$ cat config.mk
export PLATFORM = sky130hd
export DESIGN_NAME = cnn_bist_loader_flat
export DESIGN_NICKNAME = d
export VERILOG_FILES = /design/src/rtl/cnn_bist_loader_pkg.sv /design/src/rtl/cnn_bist_loader_if.sv /design/src/rtl/cnn_bist_loader_pattern_gen.sv /design/src/rtl/cnn_bist_loader.sv /design/src/flat_wrapper.sv
export SDC_FILE = /design/constraint.sdc
export NUM_CORES = 1
export LEC_CHECK = 0
export ABC_CLOCK_PERIOD_IN_PS = 3550
export CAP_MARGIN = 10
export CORE_ASPECT_RATIO = 1.1
export CORE_MARGIN = 3
export CORE_UTILIZATION = 51
export CTS_BUF_LIST = sky130_fd_sc_hd__clkbuf_4 sky130_fd_sc_hd__clkbuf_8
export CTS_CLUSTER_DIAMETER = 30
export DETAILED_ROUTE_END_ITERATION = 12
export PLACE_DENSITY = 0.91
export SYNTH_ARGS = -nofsm -noshare
export SYNTH_HDL_FRONTEND = slang
export SYNTH_SLANG_ARGS = --single-unit
$ cat constraint.sdc
create_clock -name clk -period 3.55 [get_ports clk]
set_input_delay 0.71 -clock clk [delete_from_list [all_inputs] [get_ports clk]]
set_output_delay 0.71 -clock clk [all_outputs]
set_load 0.02 [all_outputs]
$ cat src/rtl/cnn_bist_loader_pkg.sv
// Shared types for the CNN BIST loader: FSM states, pattern modes, checksum width
// and a width helper that never returns zero.
package cnn_bist_loader_pkg;

    typedef enum logic [2:0] {
        IDLE = 3'd0,
        LOAD = 3'd1,
        KICK = 3'd2,
        WAIT = 3'd3,
        DONE = 3'd4
    } bist_state_t;

    typedef enum logic [1:0] {
        MODE_GRADIENT = 2'd0,
        MODE_CONST    = 2'd1,
        MODE_CHECKER  = 2'd2,
        MODE_EXT      = 2'd3
    } bist_mode_t;

    localparam int unsigned CSUM_W = 16;

    // Counter width for a range of n values; a one-value range still needs one bit.
    function automatic int unsigned width_of(input int unsigned n);
        return (n <= 1) ? 1 : $clog2(n);
    endfunction

endpackage

$ cat src/rtl/cnn_bist_loader_if.sv
// Core-side bus of the BIST loader: image BRAM write port, start/done handshake
// and the external pixel stream used in mode 3.
interface cnn_bist_loader_if #(
    parameter int unsigned ADDR_W = 10,
    parameter int unsigned PIX_W  = 8,
    parameter int unsigned RES_W  = 8
);
    logic              wr_en;
    logic [ADDR_W-1:0] wr_addr;
    logic [PIX_W-1:0]  wr_data;
    logic              dut_start;
    logic              dut_done;
    logic [RES_W-1:0]  dut_result;
    logic              ext_valid;
    logic [PIX_W-1:0]  ext_data;
    logic              ext_ready;

    modport master (
        output wr_en, wr_addr, wr_data, dut_start, ext_ready,
        input  dut_done, dut_result, ext_valid, ext_data
    );

    modport slave (
        input  wr_en, wr_addr, wr_data, dut_start, ext_ready,
        output dut_done, dut_result, ext_valid, ext_data
    );
endinterface

$ cat src/rtl/cnn_bist_loader_pattern_gen.sv
// Combinational test-pattern generator: maps pixel coordinates and mode to a pixel value,
// saturating the gradient at the pixel full-scale value.
module cnn_bist_loader_pattern_gen
    import cnn_bist_loader_pkg::*;
#(
    parameter int unsigned PIX_W     = 8,
    parameter int unsigned X_STEP    = 8,
    parameter int unsigned Y_STEP    = 4,
    parameter int unsigned C_STEP    = 16,
    parameter int unsigned CONST_VAL = 128,
    parameter int unsigned XW        = 5,
    parameter int unsigned YW        = 5,
    parameter int unsigned CW        = 1
) (
    input  logic [XW-1:0]    i_x,
    input  logic [YW-1:0]    i_y,
    input  logic [CW-1:0]    i_c,
    input  bist_mode_t       i_mode,
    output logic [PIX_W-1:0] o_pixel
);

    localparam logic [31:0] PIX_MAX = 32'((64'd1 << PIX_W) - 64'd1);

    logic [31:0] w_grad;

    always_comb begin
        w_grad  = 32'(i_x) * X_STEP + 32'(i_y) * Y_STEP + 32'(i_c) * C_STEP;
        o_pixel = '0;
        unique case (i_mode)
            MODE_GRADIENT: o_pixel = (w_grad > PIX_MAX) ? '1 : w_grad[PIX_W-1:0];
            MODE_CONST:    o_pixel = PIX_W'(CONST_VAL);
            MODE_CHECKER:  o_pixel = (i_x[0] ^ i_y[0] ^ i_c[0]) ? '1 : '0;
            default:       o_pixel = '0;
        endcase
    end

endmodule

$ cat src/rtl/cnn_bist_loader.sv
// BIST driver for the CNN core: fills the image BRAM, kicks the core, waits for done
// and checks the result. Optional pixel checksum enabled by CNN_BIST_CHECKSUM_EN.
module cnn_bist_loader
    import cnn_bist_loader_pkg::*;
#(
    parameter int unsigned IMG_W     = 28,
    parameter int unsigned IMG_H     = 28,
    parameter int unsigned CHANNELS  = 1,
    parameter int unsigned PIX_W     = 8,
    parameter int unsigned RES_W     = 8,
    parameter int unsigned X_STEP    = 8,
    parameter int unsigned Y_STEP    = 4,
    parameter int unsigned C_STEP    = 16,
    parameter int unsigned CONST_VAL = 128,
    parameter int unsigned TIMEOUT   = 2**20,
    parameter int unsigned ADDR_W    = $clog2(IMG_W*IMG_H*CHANNELS)
) (
    input  logic               clk,
    input  logic               reset,
    input  logic               go,
    input  logic [1:0]         mode,
    input  logic [RES_W-1:0]   expected,
    cnn_bist_loader_if.master  bus,
    output logic               busy,
    output logic               done,
    output logic               pass,
    output logic               timeout,
    output logic [RES_W-1:0]   result,
    output logic [CSUM_W-1:0]  checksum
);

    localparam int unsigned XW = width_of(IMG_W);
    localparam int unsigned YW = width_of(IMG_H);
    localparam int unsigned CW = width_of(CHANNELS);
    localparam int unsigned TW = width_of(TIMEOUT);

    bist_state_t       r_state;
    bist_state_t       w_next;
    bist_mode_t        r_mode;
    logic [XW-1:0]     r_x;
    logic [YW-1:0]     r_y;
    logic [CW-1:0]     r_c;
    logic [ADDR_W-1:0] r_addr;
    logic [TW-1:0]     r_tcnt;
    logic              r_pass;
    logic              r_tmo;
    logic [RES_W-1:0]  r_result;

    logic              w_ext;
    logic              w_wr;
    logic              w_x_end;
    logic              w_y_end;
    logic              w_c_end;
    logic              w_last;
    logic              w_go_acc;
    logic              w_tmo_hit;
    logic [PIX_W-1:0]  w_pix;

    assign w_ext     = (r_mode == MODE_EXT);
    assign w_wr      = (r_state == LOAD) && (!w_ext || bus.ext_valid);
    assign w_x_end   = (r_x == XW'(IMG_W - 1));
    assign w_y_end   = (r_y == YW'(IMG_H - 1));
    assign w_c_end   = (r_c == CW'(CHANNELS - 1));
    assign w_last    = w_x_end && w_y_end && w_c_end;
    assign w_go_acc  = go && ((r_state == IDLE) || (r_state == DONE));
    assign w_tmo_hit = (r_tcnt == TW'(TIMEOUT - 1));

    cnn_bist_loader_pattern_gen #(
        .PIX_W     (PIX_W),
        .X_STEP    (X_STEP),
        .Y_STEP    (Y_STEP),
        .C_STEP    (C_STEP),
        .CONST_VAL (CONST_VAL),
        .XW        (XW),
        .YW        (YW),
        .CW        (CW)
    ) u_pattern (
        .i_x     (r_x),
        .i_y     (r_y),
        .i_c     (r_c),
        .i_mode  (r_mode),
        .o_pixel (w_pix)
    );

    always_ff @(posedge clk) begin
        if (reset) begin
            r_state <= IDLE;
        end else begin
            r_state <= w_next;
        end
    end

    always_comb begin
        w_next = r_state;
        unique case (r_state)
            IDLE:    if (go) w_next = LOAD;
            LOAD:    if (w_wr && w_last) w_next = KICK;
            KICK:    w_next = WAIT;
            WAIT:    if (bus.dut_done || w_tmo_hit) w_next = DONE;
            DONE:    if (go) w_next = LOAD;
            default: w_next = IDLE;
        endcase
    end

    // Pixel coordinates and address advance together; all wrap to 0 on the last pixel.
    always_ff @(posedge clk) begin
        if (reset) begin
            r_mode   <= MODE_GRADIENT;
            r_x      <= '0;
            r_y      <= '0;
            r_c      <= '0;
            r_addr   <= '0;
            r_tcnt   <= '0;
            r_pass   <= 1'b0;
            r_tmo    <= 1'b0;
            r_result <= '0;
        end else begin
            if (w_go_acc) begin
                r_mode   <= bist_mode_t'(mode);
                r_x      <= '0;
                r_y      <= '0;
                r_c      <= '0;
                r_addr   <= '0;
                r_pass   <= 1'b0;
                r_tmo    <= 1'b0;
                r_result <= '0;
            end
            if (w_wr) begin
                r_addr <= w_last ? '0 : r_addr + ADDR_W'(1);
                if (!w_x_end) begin
                    r_x <= r_x + XW'(1);
                end else begin
                    r_x <= '0;
                    if (!w_y_end) begin
                        r_y <= r_y + YW'(1);
                    end else begin
                        r_y <= '0;
                        r_c <= w_c_end ? '0 : r_c + CW'(1);
                    end
                end
            end
            // Count is 1 in the first WAIT cycle, so the abort lands TIMEOUT cycles after dut_start.
            if (r_state == KICK) begin
                r_tcnt <= TW'(1);
            end else if (r_state == WAIT) begin
                r_tcnt <= r_tcnt + TW'(1);
            end
            if (r_state == WAIT) begin
                if (bus.dut_done) begin
                    r_result <= bus.dut_result;
                    r_pass   <= (bus.dut_result == expected);
                end else if (w_tmo_hit) begin
                    r_tmo <= 1'b1;
                end
            end
        end
    end

    assign bus.wr_en     = w_wr;
    assign bus.wr_addr   = r_addr;
    assign bus.wr_data   = w_wr ? (w_ext ? bus.ext_data : w_pix) : '0;
    assign bus.dut_start = (r_state == KICK);
    assign bus.ext_ready = (r_state == LOAD) && w_ext;

    assign busy    = (r_state == LOAD) || (r_state == KICK) || (r_state == WAIT);
    assign done    = (r_state == DONE);
    assign pass    = r_pass;
    assign timeout = r_tmo;
    assign result  = r_result;

`ifdef CNN_BIST_CHECKSUM_EN
    logic [CSUM_W-1:0] r_csum;

    always_ff @(posedge clk) begin
        if (reset) begin
            r_csum <= '0;
        end else if (w_go_acc) begin
            r_csum <= '0;
        end else if (w_wr) begin
            r_csum <= r_csum + CSUM_W'(bus.wr_data);
        end
    end

    assign checksum = r_csum;
`else
    assign checksum = '0;
`endif

endmodule

$ cat src/flat_wrapper.sv
// flat-port wrapper written by rule: the top's interface ports become plain ports
module cnn_bist_loader_flat import cnn_bist_loader_pkg::*;
#(
    parameter int unsigned IMG_W     = 28,
    parameter int unsigned IMG_H     = 28,
    parameter int unsigned CHANNELS  = 1,
    parameter int unsigned PIX_W     = 8,
    parameter int unsigned RES_W     = 8,
    parameter int unsigned X_STEP    = 8,
    parameter int unsigned Y_STEP    = 4,
    parameter int unsigned C_STEP    = 16,
    parameter int unsigned CONST_VAL = 128,
    parameter int unsigned TIMEOUT   = 2**20,
    parameter int unsigned ADDR_W    = $clog2(IMG_W*IMG_H*CHANNELS)
)
  (clk, reset, go, mode, expected, busy, done, pass, timeout, result, checksum, bus_wr_en, bus_wr_addr, bus_wr_data, bus_dut_start, bus_ext_ready, bus_dut_done, bus_dut_result, bus_ext_valid, bus_ext_data);
  cnn_bist_loader_if #(.ADDR_W(ADDR_W), .PIX_W(PIX_W), .RES_W(RES_W)) bus_i ();
  input  logic clk;
  input  logic reset;
  input  logic go;
  input  logic [1:0] mode;
  input  logic [RES_W-1:0] expected;
  output logic busy;
  output logic done;
  output logic pass;
  output logic timeout;
  output logic [RES_W-1:0] result;
  output logic [CSUM_W-1:0] checksum;
  output wire logic [$bits(bus_i.wr_en)-1:0] bus_wr_en;
  output wire logic [$bits(bus_i.wr_addr)-1:0] bus_wr_addr;
  output wire logic [$bits(bus_i.wr_data)-1:0] bus_wr_data;
  output wire logic [$bits(bus_i.dut_start)-1:0] bus_dut_start;
  output wire logic [$bits(bus_i.ext_ready)-1:0] bus_ext_ready;
  input wire logic [$bits(bus_i.dut_done)-1:0] bus_dut_done;
  input wire logic [$bits(bus_i.dut_result)-1:0] bus_dut_result;
  input wire logic [$bits(bus_i.ext_valid)-1:0] bus_ext_valid;
  input wire logic [$bits(bus_i.ext_data)-1:0] bus_ext_data;
  assign bus_wr_en = bus_i.wr_en;
  assign bus_wr_addr = bus_i.wr_addr;
  assign bus_wr_data = bus_i.wr_data;
  assign bus_dut_start = bus_i.dut_start;
  assign bus_ext_ready = bus_i.ext_ready;
  assign bus_i.dut_done = bus_dut_done;
  assign bus_i.dut_result = bus_dut_result;
  assign bus_i.ext_valid = bus_ext_valid;
  assign bus_i.ext_data = bus_ext_data;
  cnn_bist_loader #(.IMG_W(IMG_W), .IMG_H(IMG_H), .CHANNELS(CHANNELS), .PIX_W(PIX_W), .RES_W(RES_W), .X_STEP(X_STEP), .Y_STEP(Y_STEP), .C_STEP(C_STEP), .CONST_VAL(CONST_VAL), .TIMEOUT(TIMEOUT), .ADDR_W(ADDR_W)) u_core (.clk(clk), .reset(reset), .go(go), .mode(mode), .expected(expected), .bus(bus_i), .busy(busy), .done(done), .pass(pass), .timeout(timeout), .result(result), .checksum(checksum));
endmodule
---- Word-level counts from Yosys, hierarchy flattened ----
Index checks and enable logic that the tools add are counted.
cells by class
  equal/unequal tests ..................... 14
  reductions and logical operators ........ 19
  magnitude comparators ................... 1
  multiplexer cells ....................... 36
  bitwise operators ....................... 3
  add/sub/neg operators ................... 7
operator list
  operator                                                         count
  2-to-1 mux 8 bit                                                 7
  2-to-1 mux 5 bit                                                 7
  2-to-1 mux 10 bit                                                3
  one-hot mux 8 bit (3 select lines)                               1
  adder 20 x 1 -> 20 bit (second input constant)                   1
  equality test 20 bit (second input constant)                     1
  2-to-1 mux 1 bit                                                 14
  one-hot mux 3 bit (4 select lines)                               1
  adder 10 x 1 -> 10 bit (second input constant)                   1
  adder 5 x 1 -> 5 bit (second input constant)                     2
  adder 9 x 5 -> 10 bit                                            1
  equality test 5 bit (second input constant)                      2
  greater-than comparator 10 x 8 -> 1 bit (second input constant)  1
  adder 8 x 7 -> 9 bit                                             1
  2-to-1 mux 3 bit                                                 3
  equality test 8 bit                                              1
  equality test 3 x 2 -> 1 bit (second input constant)             2
  logical AND 1 bit                                                6
  logical OR 1 bit                                                 5
  equality test 2 bit (second input constant)                      2
  != test 2 x 1 -> 1 bit (second input constant)                   2
  nonzero test 2 bit                                               2
  OR reduction 2 bit                                               2
  equality test 3 x 1 -> 1 bit (second input constant)             1
  10 further kinds                                                 11
word-level totals
  register bits after elaboration ......... 56
  output and inout port bits .............. 49

---- Logic depth before layout (Yosys ltp) ----
Gate-level depths: netlist of run 1.
  depth in word-level cells ............... 7
  depth in mapped cells ................... 9
  depth with buffers taken out ............ 9

---- Modules after synthesis ----
A second synthesis of run 1 with hierarchy kept.
unflattened totals
  cells, all modules ...................... 429
  area total of the unflattened synthesis .. 3369.5 um^2
modules (own cells, without submodules)
  module                       cells each  sequential area each (um^2)  times used  area an instance (um^2)
  cnn_bist_loader              385         1121.1                       1           3049.2
  cnn_bist_loader_pattern_gen  44          0.0                          1           320.3

---- Worst setup path after synthesis of run 1 ----
Ideal clock, no wire load.
  path type ............................... reg2out
  from .................................... register u_core.r_y[2]
  to ...................................... output bus_wr_data[0]
  data required time ...................... 2840 ps
  slack ................................... 543 ps
  arrival ................................. 2297 ps
  stages on the path, launching flop included .. 10
  cell sequence ........................... dfxtp_1 inv_1 fa_1 inv_1 ha_1 fa_1 a21o_1 a21oi_1 o22a_1 a21oi_1
on the way
  cells in the longest elaborated chain, start to end .. 7
ends and longest elaborated chain
  item                                     RTL line                           source
  start: declaration                       cnn_bist_loader.sv:41              logic [YW-1:0] r_y;
  start signal: assignment                 cnn_bist_loader.sv:135             r_y <= r_y + YW'(1);
  adder 8 x 7 -> 9 bit                     cnn_bist_loader_pattern_gen.sv:27  w_grad = 32'(i_x) * X_STEP + 32'(i_y) * Y_STEP + 32'(i_c) * C_STEP;
  adder 9 x 5 -> 10 bit                    cnn_bist_loader_pattern_gen.sv:27
  greater-than comparator 10 x 8 -> 1 bit  cnn_bist_loader_pattern_gen.sv:30  MODE_GRADIENT: o_pixel = (w_grad > PIX_MAX) ? '1 : w_grad[PIX_W-1:0];
  2-to-1 mux 8 bit                         cnn_bist_loader_pattern_gen.sv:30
  one-hot mux 8 bit (3 select lines)       cnn_bist_loader_pattern_gen.sv:29  unique case (i_mode)
  2-to-1 mux 8 bit (2 in series)           cnn_bist_loader.sv:161             assign bus.wr_data = w_wr ? (w_ext ? bus.ext_data : w_pix) : '0;
  end: declaration                         flat_wrapper.sv:31                 output wire logic [$bits(bus_i.wr_data)-1:0] bus_wr_data;
Every way passes these cells.

---- Worst setup path in the final report of run 1 ----
  from .................................... register u_core.r_c
  to ...................................... output bus_wr_data[3]
on the way
  cells in the longest elaborated chain, start to end .. 6
ends and longest elaborated chain
  item                                     RTL line                           source
  start: declaration                       cnn_bist_loader.sv:42              logic [CW-1:0] r_c;
  start signal: assignment                 cnn_bist_loader.sv:138             r_c <= w_c_end ? '0 : r_c + CW'(1);
  adder 9 x 5 -> 10 bit                    cnn_bist_loader_pattern_gen.sv:27
  greater-than comparator 10 x 8 -> 1 bit  cnn_bist_loader_pattern_gen.sv:30
  2-to-1 mux 8 bit                         cnn_bist_loader_pattern_gen.sv:30
  one-hot mux 8 bit (3 select lines) *     cnn_bist_loader_pattern_gen.sv:29
  2-to-1 mux 8 bit * (2 in series)         cnn_bist_loader.sv:161
Mark *: on every way between the ends. The rest lies on a longest branch, timed or not.

==> results of run 1 <==
cells by family after synthesis:
group	synth area share
compound gates	0.181
flops	0.344
simple gates	0.278
other cells	0.00115
buf+inv	0.0788
fa+ha+maj	0.0546
mux	0.00923
xor+xnor	0.0527
how the worst max path moves through the flow:
stage                        from             end  slack, ns  cells after the start
global route           u_core.r_c  bus_wr_data[4]       0.03                     10
CTS                    u_core.r_c  bus_wr_data[2]      0.002                     10
finish                 u_core.r_c  bus_wr_data[3]       0.15                     10
detailed placement     u_core.r_c  bus_wr_data[3]      -0.06                     10
floorplan           u_core.r_y[2]  bus_wr_data[0]       0.54                      9
global placement       u_core.r_c  bus_wr_data[6]       0.06                     10
power groups by stage:
stage	clock network [W]	logic, W	registers (W)
after floorplan	0	0.000161	0.000670
after global placement	0	0.000240	0.000672
after detailed placement	0	0.000247	0.000674
after CTS	0.000375	0.000247	0.000659
after global routing	0.000393	0.000273	0.000662
final	0.000369	0.000249	0.000660
stage by stage:
step | hold WS, ns | total power, W | instance area, um2 | utilization | cells
after CTS | 0.479 | 0.00128 | 4000 | 0.668 | 538
after global placement | 0.453 | 0.000913 | 3900 | 0.652 | 530
after detailed placement | 0.458 | 0.000921 | 3900 | 0.652 | 530
final | 0.477 | 0.00128 | 3970 | 0.663 | 538
after global routing | 0.498 | 0.00133 | 3970 | 0.663 | 538
after floorplan | 0.447 | 0.000831 | 3310 | - | 417
final cells by class:
| type | instances | area (um2) | share of cell area |
|---|---|---|---|
| clock buffer | 7 | 90.1 | 0.0227 |
| sequential | 56 | 1120 | 0.283 |
| clock inverter | 1 | 7.51 | 0.00189 |
| timing repair buffer | 73 | 669 | 0.169 |
| inverter | 12 | 45.0 | 0.0113 |
| tap | 77 | 96.3 | 0.0243 |
| multi-input combinational | 312 | 1940 | 0.489 |
cell usage in the layout (no fill, tap or decap), drive strengths merged, types with 10 or more instances in the layout:
master,count
inv,12
nor2,22
clkdlybuf4s50,55
dfxtp,56
ha,11
buf,17
a31oi,13
o21ai,10
nand2,36
conb,16
nand3b,10
nor3,10
xor2,13
nand3,30
a21oi,42
metal layers:
metal  vias up  part of all wire  track usage
met5         -                 0            0
met2       116              0.50        0.383
met1      1469              0.42        0.273
met4         0             0.017       0.0596
li1       1548                 -            -
met3        12             0.061       0.0370
timing repair:
item,CTS,global route
pin swaps,1,1
setup endpoints to repair,8,7
resized for setup,27,6
worst max-delay path, cell delays in order (launching register included):
cell	delay, ns
dfxtp_2	0.34
inv_1	0.07
fa_1	0.54
inv_1	0.05
ha_1	0.22
fa_2	0.36
a21o_1	0.20
a21oi_2	0.15
o22a_2	0.22
a21oi_1	0.09
buf_2	0.16
state kept, by name, indices dropped and copies added, names as in the netlist:
signal / cells
u_core.r_tcnt: 20
u_core.bus.wr_addr: 10
u_core.result: 8
u_core.r_x: 5
u_core.r_y: 5
u_core.r_state: 3
u_core.r_mode: 2
u_core.pass: 1
u_core.r_c: 1
u_core.timeout: 1
synth_stat cells (4+ instances only):
| library cell | instances |
|---|---|
| nor2_1 | 22 |
| and3_1 | 4 |
| buf_2 | 4 |
| nand4_1 | 8 |
| a31oi_1 | 13 |
| o21ai_0 | 10 |
| o31ai_1 | 7 |
| inv_1 | 12 |
| dfxtp_1 | 56 |
| nand3_1 | 30 |
| a21oi_1 | 42 |
| xor2_1 | 13 |
| nand3b_1 | 10 |
| a22oi_1 | 5 |
| nor4_1 | 4 |
| ha_1 | 11 |
| a211oi_1 | 4 |
| xnor2_1 | 4 |
| nor3_1 | 10 |
| and2_1 | 5 |
| buf_4 | 16 |
| or3_1 | 7 |
| or4_1 | 8 |
| clkbuf_1 | 15 |
| nand2_1 | 36 |
==> flow_metrics.env, run 1 <==
export IMPL_status="completed"
export IMPL_start_util=0.544
export IMPL_combPwrFrac=0.195
export IMPL_via_count=3145
export IMPL_dp_final_hpwl_um=5930
export IMPL_r2r_slack_ns=1.27
export IMPL_seqPwrFrac=0.516
export IMPL_ys_ff_latch=56
export IMPL_layout_drive_gt1_share=0.0781
export IMPL_ys_top_cells_by_area="dfxtp_1, a21oi_1, nand3_1, ha_1, nand2_1"
export IMPL_max_cap_viol_count=0
export IMPL_areaGrowthSynthToFinish_pct=22.0
export IMPL_num_rows=29
export IMPL_synthArstFlopShare=0
export IMPL_cts_htree_levels=2
export IMPL_clkSinkCount=56
export IMPL_min_to="u_core.result[1]"
export IMPL_antenna_found_initial=0
export IMPL_skew_ns=0.00939
export IMPL_hold_depth=2
export IMPL_crit_type="reg -> out"
export IMPL_wl_per_cell_um=15.0
export IMPL_drtPass1Iterations=4
export IMPL_synth_largest_area_cell="dfxtp_1"
export IMPL_hold_path_class="reg -> reg"
export IMPL_ctsHoldBuffers=0
export IMPL_syn_inst=402
export IMPL_avgSynthCellArea_um2=8.10
export IMPL_worst_slack_ns=0.148
export IMPL_clk_pin_slew_ns=0.10
export IMPL_pin_count=80
export IMPL_worst_ir_drop_vdd_uv=274
export IMPL_numCtsBuffers=5
export IMPL_tightest_slew_ns=0.777
export IMPL_layout_nets=504
export IMPL_cp_arrival_ns=2.69
export IMPL_dp_slack_ns=-0.0648
export IMPL_crit_fanout=7
export IMPL_clk_latency_ns=0.31
export IMPL_leakagePower_nw=1.43
export IMPL_reg2reg_depth=5
export IMPL_clockBufferDepth=2
export IMPL_ys_types=55
export IMPL_setup_tns_ns=0
export IMPL_synth_top_cell_area_share=0.344
export IMPL_drt_iter0_markers=309
export IMPL_p_per_area_nw_per_um2=322
export IMPL_post_cts_setup_buffers=0
export IMPL_slew_violations=0
export IMPL_core_area_um2=5990
export IMPL_cp_required_ns=2.84
export IMPL_numPortBuffers=63
export IMPL_cp_start_kind="flop"
export IMPL_globalRouteOverflowTotal=0
export IMPL_viasPerCell=5.85
export IMPL_internal_power_w=0.000910
export IMPL_max_slew_margin=0.481
export IMPL_rsz0062_at_grt="false"
export IMPL_grt_max_degree=21
export IMPL_p_sw_frac=0.288
export IMPL_synthFlopType="dfxtp_1"
export IMPL_die_h_um=89.8
export IMPL_drt_wl_total_um=8090
export IMPL_synth_edf_count=0
export IMPL_r2r_end="u_core.r_state[1]"
export IMPL_setup_viol=0
export IMPL_min_from="u_core.result[1]"
export IMPL_grt_pass1_wl_um=13400
export IMPL_clkPwrFrac=0.289
export IMPL_nFillCells=474
export IMPL_fmax_mhz=294
export IMPL_gp_congestion=0.888
export IMPL_r2r_start="u_core.r_y[0]"
export IMPL_switchingPower_w=0.000368
export IMPL_yosysWarnings=0
export IMPL_period_minus_slack_ns=3.40
export IMPL_cts_root_buffer_cell="clkbuf_8"
export IMPL_track_usage=0.220
export IMPL_n_antenna_cell=0
export IMPL_syn_cell_area_um2=3250
export IMPL_fin_crit_sh=0.958
export IMPL_hold_viol_final=0
export IMPL_cts_tree="done"
export IMPL_post_route_drc_count=0
export IMPL_grt_pass1_vias=2938
export IMPL_yosysSeqAreaShare=0.344
export IMPL_cp_end_kind="output pin"
export IMPL_ant_nets=0
export IMPL_die_x_um=82.2
export IMPL_die_area_um2=7380
(Power assumes the default switching activity.)
==> run 2: changes to the inputs <==
--- a/config.mk
+++ b/config.mk
@@ -9,11 +9,13 @@
 export CAP_MARGIN = 10
 export CORE_ASPECT_RATIO = 1.1
 export CORE_MARGIN = 3
-export CORE_UTILIZATION = 51
+export CORE_UTILIZATION = 65
 export CTS_BUF_LIST = sky130_fd_sc_hd__clkbuf_4 sky130_fd_sc_hd__clkbuf_8
 export CTS_CLUSTER_DIAMETER = 30
 export DETAILED_ROUTE_END_ITERATION = 12
-export PLACE_DENSITY = 0.91
+export DONT_BUFFER_PORTS = 1
+export PLACE_DENSITY = 0.9
+export SKIP_CTS_REPAIR_TIMING = 1
 export SYNTH_ARGS = -nofsm -noshare
 export SYNTH_HDL_FRONTEND = slang
 export SYNTH_SLANG_ARGS = --single-unit
==> run 2 against run 1 <==
- global-route usage up 2.9 points
- power up 3.0%
- clock skew down 0.0035 ns
- clock-buffer cell count down 2
- die area is 20% lower
- critical path depth decreased by 1
- worst hold slack worse by 0.020 ns
- core utilization rose by 3.5 points
- critical endpoint is now bus_wr_data[4]
- largest cell class unchanged
- highest routed layer unchanged
==> flow_metrics.env, run 2 (synthesis gave the netlist of run 1 again) <==
export IMPL_hold_depth=1
export IMPL_grt_max_degree=35
export IMPL_dp_final_hpwl_um=5220
export IMPL_fmax_mhz=292
export IMPL_finish_instance_area_um2=3310
export IMPL_rsz0062_at_grt="true"
export IMPL_drtPass1Iterations=5
export IMPL_n_antenna_cell=0
export IMPL_crit_fanout=7
export IMPL_setup_viol=0
export IMPL_start_util=0.685
export IMPL_hold_path_class="in -> reg"
export IMPL_drt_iter0_markers=216
export IMPL_fin_crit_sh=0.965
export IMPL_viasPerCell=6.57
export IMPL_max_cap_viol_count=0
export IMPL_p_total_w=0.00132
export IMPL_status="completed"
export IMPL_die_x_um=73.5
export IMPL_track_usage=0.249
export IMPL_numPortBuffers=0
export IMPL_leakagePower_nw=1.16
export IMPL_final_common_cell="dfxtp_1"
export IMPL_antenna_found_initial=0
export IMPL_layout_drive_gt1_share=0.0437
export IMPL_skew_ns=0.00586
export IMPL_worst_ir_drop_vdd_uv=396
export IMPL_multi_input_area_um2=1930
export IMPL_cp_end_kind="output pin"
export IMPL_cp_start_kind="flop"
export IMPL_layout_common_cells="dfxtp_1, a21oi_1, nand2_1"
export IMPL_grt_pass1_wl_um=11900
export IMPL_largest_reg_flops=20
export IMPL_clk_pin_slew_ns=0.10
export IMPL_die_area_um2=5890
export IMPL_cts_tree="done"
export IMPL_clk_latency_ns=0.31
export IMPL_via_count=2922
export IMPL_grt_pass1_vias=2612
export IMPL_globalRouteOverflowTotal=0
export IMPL_tightest_slew_ns=0.689
export IMPL_crit_type="reg -> out"
export IMPL_p_per_area_nw_per_um2=397
export IMPL_max_slew_margin=0.540
export IMPL_clockBufferDepth=2
export IMPL_num_rows=26
export IMPL_layout_nets=433
export IMPL_core_area_um2=4750
export IMPL_post_dp_cell_area_um2=3180
export IMPL_period_minus_slack_ns=3.43
export IMPL_nFillCells=398
export IMPL_cp_arrival_ns=2.72
export IMPL_drt_wl_total_um=7240
export IMPL_reg2reg_depth=5
export IMPL_die_h_um=80.2
export IMPL_cts_root_buffer_cell="clkbuf_8"
export IMPL_ant_nets=0
export IMPL_setup_tns_ns=0
export IMPL_clkSinkCount=56
export IMPL_gp_congestion=0.911
export IMPL_hold_viol_final=0
export IMPL_areaGrowthSynthToFinish_pct=1.85
export IMPL_cts_htree_levels=2
export IMPL_regArea_um2=1120
export IMPL_cp_required_ns=2.84
export IMPL_pin_count=80
export IMPL_post_route_drc_count=0
export IMPL_wl_per_cell_um=16.3
export IMPL_numCtsBuffers=5
export IMPL_slew_violations=0
export IMPL_largest_register="u_core.r_tcnt"
-- run 2: cell count changes in the layout (fill, tap and decap cells not counted), moves of 2 or more --
cell / delta
bufinv_16: +2
buf_2: -7
buf_4: -8
clkdlybuf4s50_1: -55
-- run 2: final timing paths --
path | startpoint | end | slack (ns)
worst min register to register | u_core.r_tcnt[16] | u_core.r_tcnt[16] | 0.49
worst max-delay path | u_core.r_c | bus_wr_data[4] | 0.12
worst min-delay path | reset | u_core.bus.wr_addr[9] | 0.46
worst max register to register | u_core.r_y[0] | u_core.r_state[1] | 1.33
-- run 2: final cells by class --
type / instances / area share
multi-input cells: 312 / 0.584
flip-flops and latches: 56 / 0.338
well taps: 56 / 0.0211
clock buffers: 5 / 0.0208
clock inverters: 2 / 0.0181
inverters: 12 / 0.0136
repair buffers: 2 / 0.00453
-- run 2: layer usage --
metal / track usage / vias to the layer above / share of wire
met4: 0.0670 / 0 / 0.010
met2: 0.436 / 109 / 0.51
li1: - / 1409 / -
met5: 0 / - / 0
met1: 0.299 / 1395 / 0.41
met3: 0.0588 / 9 / 0.070
-- run 2: metrics by stage --
step	util	instances	worst slack, ns	hold WS, ns
after global placement	0.670	438	0.442	0.457
final	0.698	445	0.124	0.457
after detailed placement	0.670	438	0.393	0.476
after CTS	0.698	445	0.0455	0.453
after global routing	0.698	445	-0.0271	0.437
after floorplan	-	417	0.543	0.447
-- run 2: critical path, stage by stage, from the launching register on --
cell     delay (ns)
dfxtp_1        0.35
inv_1          0.08
fa_1           0.53
inv_1          0.04
ha_1           0.22
fa_1           0.40
a21o_1         0.19
a21oi_1        0.18
o22a_2         0.22
a21oi_1        0.18
-- run 2: power breakdown --
part	internal (W)	switching (W)	total (W)
logic	0.0000515	0.000121	0.000172
registers	0.000640	0.0000252	0.000665
clock network	0.000278	0.000202	0.000479
total	0.000969	0.000348	0.00132
